## src/rtl/fsm_ones_detector_param.sv

```systemverilog
// Moore detector that raises Dout once COUNT sampled ones have been seen.
// Supports cumulative/consecutive counting, sticky/pulse Done, and clear/enable.
module fsm_ones_detector_param #(
  parameter int COUNT  = 2,
  parameter int CNT_W  = 4,
  parameter int MODE   = 0,
  parameter int CONSEC = 0
) (
  input  logic             Clock,
  input  logic             Reset,
  input  logic             Enable,
  input  logic             Clear,
  input  logic             Din,
  output logic             Dout,
  output logic [CNT_W-1:0] Count,
  output logic [2:0]       State
);

  if ((COUNT < 1) || (COUNT > (2 ** CNT_W) - 1)) begin : g_bad_count
    $fatal(1, "fsm_ones_detector_param: COUNT=%0d outside 1..2^CNT_W-1", COUNT);
  end

  typedef enum logic [2:0] {
    S_START  = 3'b001,
    S_MIDWAY = 3'b010,
    S_DONE   = 3'b100
  } state_t;

  localparam logic [CNT_W-1:0] COUNT_V = CNT_W'(COUNT);
  localparam logic [CNT_W-1:0] ONE_V   = CNT_W'(1);
  localparam logic [2:0] FIRST_HIT_STATE = (COUNT == 1) ? S_DONE : S_MIDWAY;

  // Held as a plain vector so a corrupted (non-one-hot) value is representable.
  logic [2:0]       state_q, state_d;
  logic [CNT_W-1:0] count_q, count_d;
  logic             hit;

  assign hit = Enable & Din;

  always_ff @(posedge Clock or posedge Reset) begin
    if (Reset) begin
      state_q <= S_START;
      count_q <= '0;
    end else begin
      state_q <= state_d;
      count_q <= count_d;
    end
  end

  always_comb begin
    state_d = state_q;
    count_d = count_q;
    if (Clear) begin
      state_d = S_START;
      count_d = '0;
    end else begin
      case (state_q)
        S_START: begin
          if (hit) begin
            state_d = FIRST_HIT_STATE;
            count_d = ONE_V;
          end
        end
        S_MIDWAY: begin
          // count_q < COUNT here, so the increment cannot wrap.
          if (hit) begin
            count_d = count_q + ONE_V;
            state_d = ((count_q + ONE_V) == COUNT_V) ? S_DONE : S_MIDWAY;
          end else if (Enable && (CONSEC != 0)) begin
            state_d = S_START;
            count_d = '0;
          end
        end
        S_DONE: begin
          if (MODE != 0) begin
            // Pulse mode leaves Done unconditionally; a hit here opens the next run.
            if (hit) begin
              state_d = FIRST_HIT_STATE;
              count_d = ONE_V;
            end else begin
              state_d = S_START;
              count_d = '0;
            end
          end else begin
            count_d = COUNT_V;
          end
        end
        default: begin
          state_d = S_START;
          count_d = '0;
        end
      endcase
    end
  end

  assign Dout  = (state_q == S_DONE);
  assign Count = count_q;
  assign State = state_q;

endmodule

```

## config.mk

```make
export PLATFORM = sky130hd
export DESIGN_NAME = fsm_ones_detector_param
export DESIGN_NICKNAME = d
export VERILOG_FILES = /design/src/rtl/fsm_ones_detector_param.sv
export SDC_FILE = /design/constraint.sdc
export NUM_CORES = 1
export LEC_CHECK = 0
export BUFFER_PORTS_ARGS = -buffer_cell sky130_fd_sc_hd__clkbuf_2
export CORE_AREA = 2 2 39 41
export DETAILED_ROUTE_END_ITERATION = 16
export DIE_AREA = 0 0 41 43
export REMOVE_ABC_BUFFERS = 1
export SYNTH_ARGS = -nofsm -noshare
export SYNTH_HDL_FRONTEND = slang
export SYNTH_SLANG_ARGS = --single-unit
```

## constraint.sdc

```tcl
create_clock -name Clock -period 3.1 [get_ports Clock]
set_input_delay 0.155 -clock Clock [delete_from_list [all_inputs] [get_ports Clock]]
set_output_delay 0.155 -clock Clock [all_outputs]
set_load 0.02 [all_outputs]
```

# [Yosys cells after proc, flatten, opt, wreduce, memory -nomap -nowiden]
# Cells that the tools add are included.
[totals] regBits=7 latch_bits=0 mem_bits_rw=0 romBits=0 memories=0
[op_classes] add_sub_neg=1 n_reduce_logical=2 n_div=0 n_eq_ne=7 shift=0 bitwise_logic=1 mul=0 magnitude_cmp=0 n_mux=9
[ops] cell="3-bit 2-to-1 mux" n=4
[ops] cell="4-bit 2-to-1 mux" n=3
[ops] cell="4-bit case mux with 3 select lines" n=1
[ops] cell="3-bit case mux with 3 select lines" n=1
[ops] cell="3-bit != test (second input constant)" n=2
[ops] cell="4-bit by 1-bit adder with 4-bit output (second input constant)" n=1
[ops] cell="4-bit by 2-bit equality test with 1-bit output (second input constant)" n=1
[ops] cell="3-bit by 1-bit equality test with 1-bit output (second input constant)" n=1
[ops] cell="3-bit by 2-bit equality test with 1-bit output (second input constant)" n=1
[ops] cell="3-bit equality test (second input constant)" n=1
[ops] cell="3-bit AND reduction" n=1
[ops] cell="2-bit != test (second input constant)" n=1
[ops] cell="2-bit AND reduction" n=1
[ops] cell="1-bit AND" n=1

# [Depth between registers and ports, before layout]
[depth] depth_word=6 depth_mapped=5

# [Worst setup path before layout]
# Ideal clock, no wire load.
[synth_timing] path_type="register to register" from="reg count_q[1] (netlist: Count[1])" to="reg count_q[1] (netlist: Count[1])" setup_ns=0.079 n_path_buf=0 t_arrival_ns=1.583 setup_slack_ns=1.438 path_stages_with_launch=6 cell_sequence="dfrtp_1 inv_1 ha_1 or3b_1 a211o_1 mux2i_1"
[synth_via] elab_chain_len=4
[synth_rtl] item="from (decl)" line="35" rtl="logic [CNT_W-1:0] count_q, count_d;"
[synth_rtl] item="from (signal assigned)" line="46" rtl="count_q <= count_d;"
[synth_rtl] item="4-bit by 1-bit adder with 4-bit output" line="67" rtl="count_d = count_q + ONE_V;"
[synth_rtl] item="4-bit 2-to-1 mux" line="66" rtl="if (hit) begin"
[synth_rtl] item="4-bit case mux with 3 select lines" line="57" rtl="case (state_q)"
[synth_rtl] item="4-bit 2-to-1 mux" line="53" rtl="if (Clear) begin"
# Every way passes these cells. The select of a mux whose other input is x is not followed.
# A chain may end at the register's enable or synchronous reset.

# [Worst setup path after layout]
# Ends and elaborated chain as after synthesis.

==> impl_metrics.csv <==
group,metric,value,unit
sta,fin_skew,5.46,ps
sta,tightest_slew,455,ps
cts,postCtsHoldBufs,1,
synth,ys_async_sr_fraction,1.00,
critical_path,worstPathArrival,1830,ps
floorplanning,start_util,0.377,
synth,synth.distinct_cells,34,
synth,ys_warn_count,0,
finish,seqCellArea,176,sq um
cts,cts_resized,0,
global_route,grt_start_max_net_pins,16,
sta,final.min_clock_period,1640,ps
cts,cts_root_buffer,"clkbuf_4",
min_path,hp-start,"Clear",
finish,antenna_cells,0,
finish,syn_to_final_growth,18.7,%
detailed_routing,vias_per_cell,5.81,
sta,hold_violations,0,
critical_path,crit_slowest_cell,"dfrtp_1",
detailed_routing,wire_per_inst,14.6,um
critical_path,crit_type,"reg2reg",
synth,synth_compound_area_frac,0.209,
cts,clockBufferDepth,2,
sta,period_share,0.529,
synth,syn_inst,54,
synth,synth_fa_ha_area_frac,0.0480,
place,dp_hpwl,857,um
detailed_routing,ant_nets,0,
finish,multi_input_area,315,sq um
place,io_buffers,12,
finish,drive_gt1_frac,0.232,
global_route,grtUsageTotal,0.177,
critical_path,path_cells,"inv_1 -> ha_1 -> or3b_1 -> a211o_1 -> mux2i_1",
critical_path,worstSetupStartpointType,"register",
synth,ys_top_cells_by_area,"dfrtp_1 (29%), dfstp_2 (5.0%), nand4b_1 (5.0%)",
critical_path,critPathCaptureType,"register",
power,power_density,350,mW/mm^2
cts,htreeDepth,1,
global_route,grt_pass1_wl,2100,um
cts,cts_tree,"yes",
sta,fmax,610,MHz
synth,synth_top_family_by_area,"simple AND/OR/NAND/NOR gates",
cts,cts_buffers,3,
floorplanning,num_rows,14,
power,peakVddDrop,0.160,mV
critical_path,slowest_delay,460,ps
synth,synth_largest_area_cell,"dfrtp_1",
power,power,0.216,mW
detailed_routing,drc_errors,0,
sta,final_max_slew_viol_count,0,
detailed_routing,wl,1240,um
synth,synth_edf_count,0,
synth,seq_area_frac_synth,0.338,
critical_path,cp.required,3290,ps
place,dpl-instance-area,583,sq um
floorplanning,die-area,0.00176,sq mm
detailed_routing,num_vias,494,
global_route,grt_pass1_vias,489,
detailed_routing,dr.pass1.iters,4,
cts,cts.sinks,7,
sta,whs,150,ps
power,p_leak,0.272,nW
floorplanning,die_h,43,um
synth,synth_top_area_frac,0.288,
sta,finalSetupViolCount,0,
synth,syn_area,522,sq um
floorplanning,core-area,0.00138,sq mm
floorplanning,die_x,41,um
global_route,antenna_found_initial,0,
synth,synth_area_per_cell,9.66,sq um
floorplanning,ios,13,
critical_path,r2r_start,"Count[1]",
synth,synth-seq-cells,7,
finish,final_area,619,sq um
place,gp_congestion,0.801,
sta,maxSlewHeadroom,0.697,
cts,post_cts_buffers,0,
cts,insertion_delay,270,ps
sta,rsz0062_at_grt,"false",
synth,yosys.area_share.xor_xnor,0.0336,
critical_path,cp_top_family,"flip-flops",
global_route,grt-ovfl-total,0,
detailed_routing,drt_iter0_markers,12,
cts,path_clk_slew,60,ps
critical_path,crit_fanout,7,
min_path,hold_path.class,"in2reg",
synth,synthSimpleGateAreaFrac,0.295,
outcome,status,"complete, no violations",
finish,final_util,0.448,
critical_path,cp_num_buf_inv,1,
synth,synth_ff_type,"dfrtp_1",
sta,finalSetupTns,0,ps
finish,fillers,144,
run,drv_cap,0,
critical_path,cp-startpoint,"Count[1]",
finish,nets,77,
synth,yosys-mux-area-fraction,0.0192,
-- logic make-up (layout without fill, tap and decap cells) --
logic type,after synthesis,after routing
simple gates,23,23
buf+inv,5,20
compound gates,14,14
flops,7,7
fa+ha+maj,2,2
mux,1,1
xor+xnor,2,2
-- power breakdown --
part           total, mW  switching [mW]  internal, mW  leakage (nW)
clock             0.0913          0.0416        0.0497        0.0150
combinational     0.0243          0.0139        0.0104         0.164
sequential         0.101         0.00700        0.0939        0.0933
-- placed cells by master (no fill, tap or decap), types with 2 or more instances in the layout --
cell type  instances
clkbuf_2          12
dfrtp_1            6
nor2_1             3
nand4b_1           3
inv_1              3
clkbuf_4           3
and3_1             2
a21oi_1            2
and2_1             2
a211o_1            2
nand2_1            2
nand3_1            2
nor2b_1            2
nand4bb_1          2
ha_1               2
-- Yosys cell counts (2+ instances only) --
cell type,instances
nor2_1,3
ha_1,2
and2_1,2
nand3_1,2
nor2b_1,2
nand4b_1,3
nand4bb_1,2
dfrtp_1,6
a21oi_1,2
nand2_1,2
a211o_1,2
inv_1,3
and3_1,2
-- worst register-to-register path: cells and delay by family, from the launching register on --
| family | cells | cell delay, ps |
|---|---|---|
| AOI/OAI and AO/OA | 1 | 290 |
| muxes | 1 | 120 |
| DFF | 1 | 460 |
| and+or+nand+nor | 1 | 340 |
| buffers and inverters | 1 | 90 |
| adders and majority gates | 1 | 270 |
-- per-layer routing --
layer,share of wire,vias to the layer above,GRT usage
li1,-,240,-
met1,0.51,232,0.239
met2,0.41,19,0.253
met3,0.049,3,0.0314
met4,0.025,0,0.100
met5,0,-,0
-- sequential cells by signal (all words and copies together) (netlist names) --
signal,cells
State,3
Count,4
-- layout make-up --
class	count	share of cell area
tap	16	0.0323
multi-input combinational	42	0.509
sequential	7	0.285
inverter	3	0.0182
timing repair buffer	13	0.113
clock buffer	4	0.0424
-- worst paths after layout --
check	to	slack, ps	depth (start not counted)
max	Count[1]	1460	5
min	Count[2]	150	2
max reg2reg	Count[1]	1460	5
min reg2reg	Count[2]	620	1
max in group asynchronous	State[0]	2460	3
min in group asynchronous	Count[2]	350	3
-- stage by stage --
stage | std cells | worst slack, ps
after floorplan | 52 | 1440
after global placement | 80 | 1510
after detailed placement | 80 | 1480
after CTS | 85 | 1470
after global routing | 85 | 1330
final | 85 | 1460
Power figures use the tool's default switching activity.
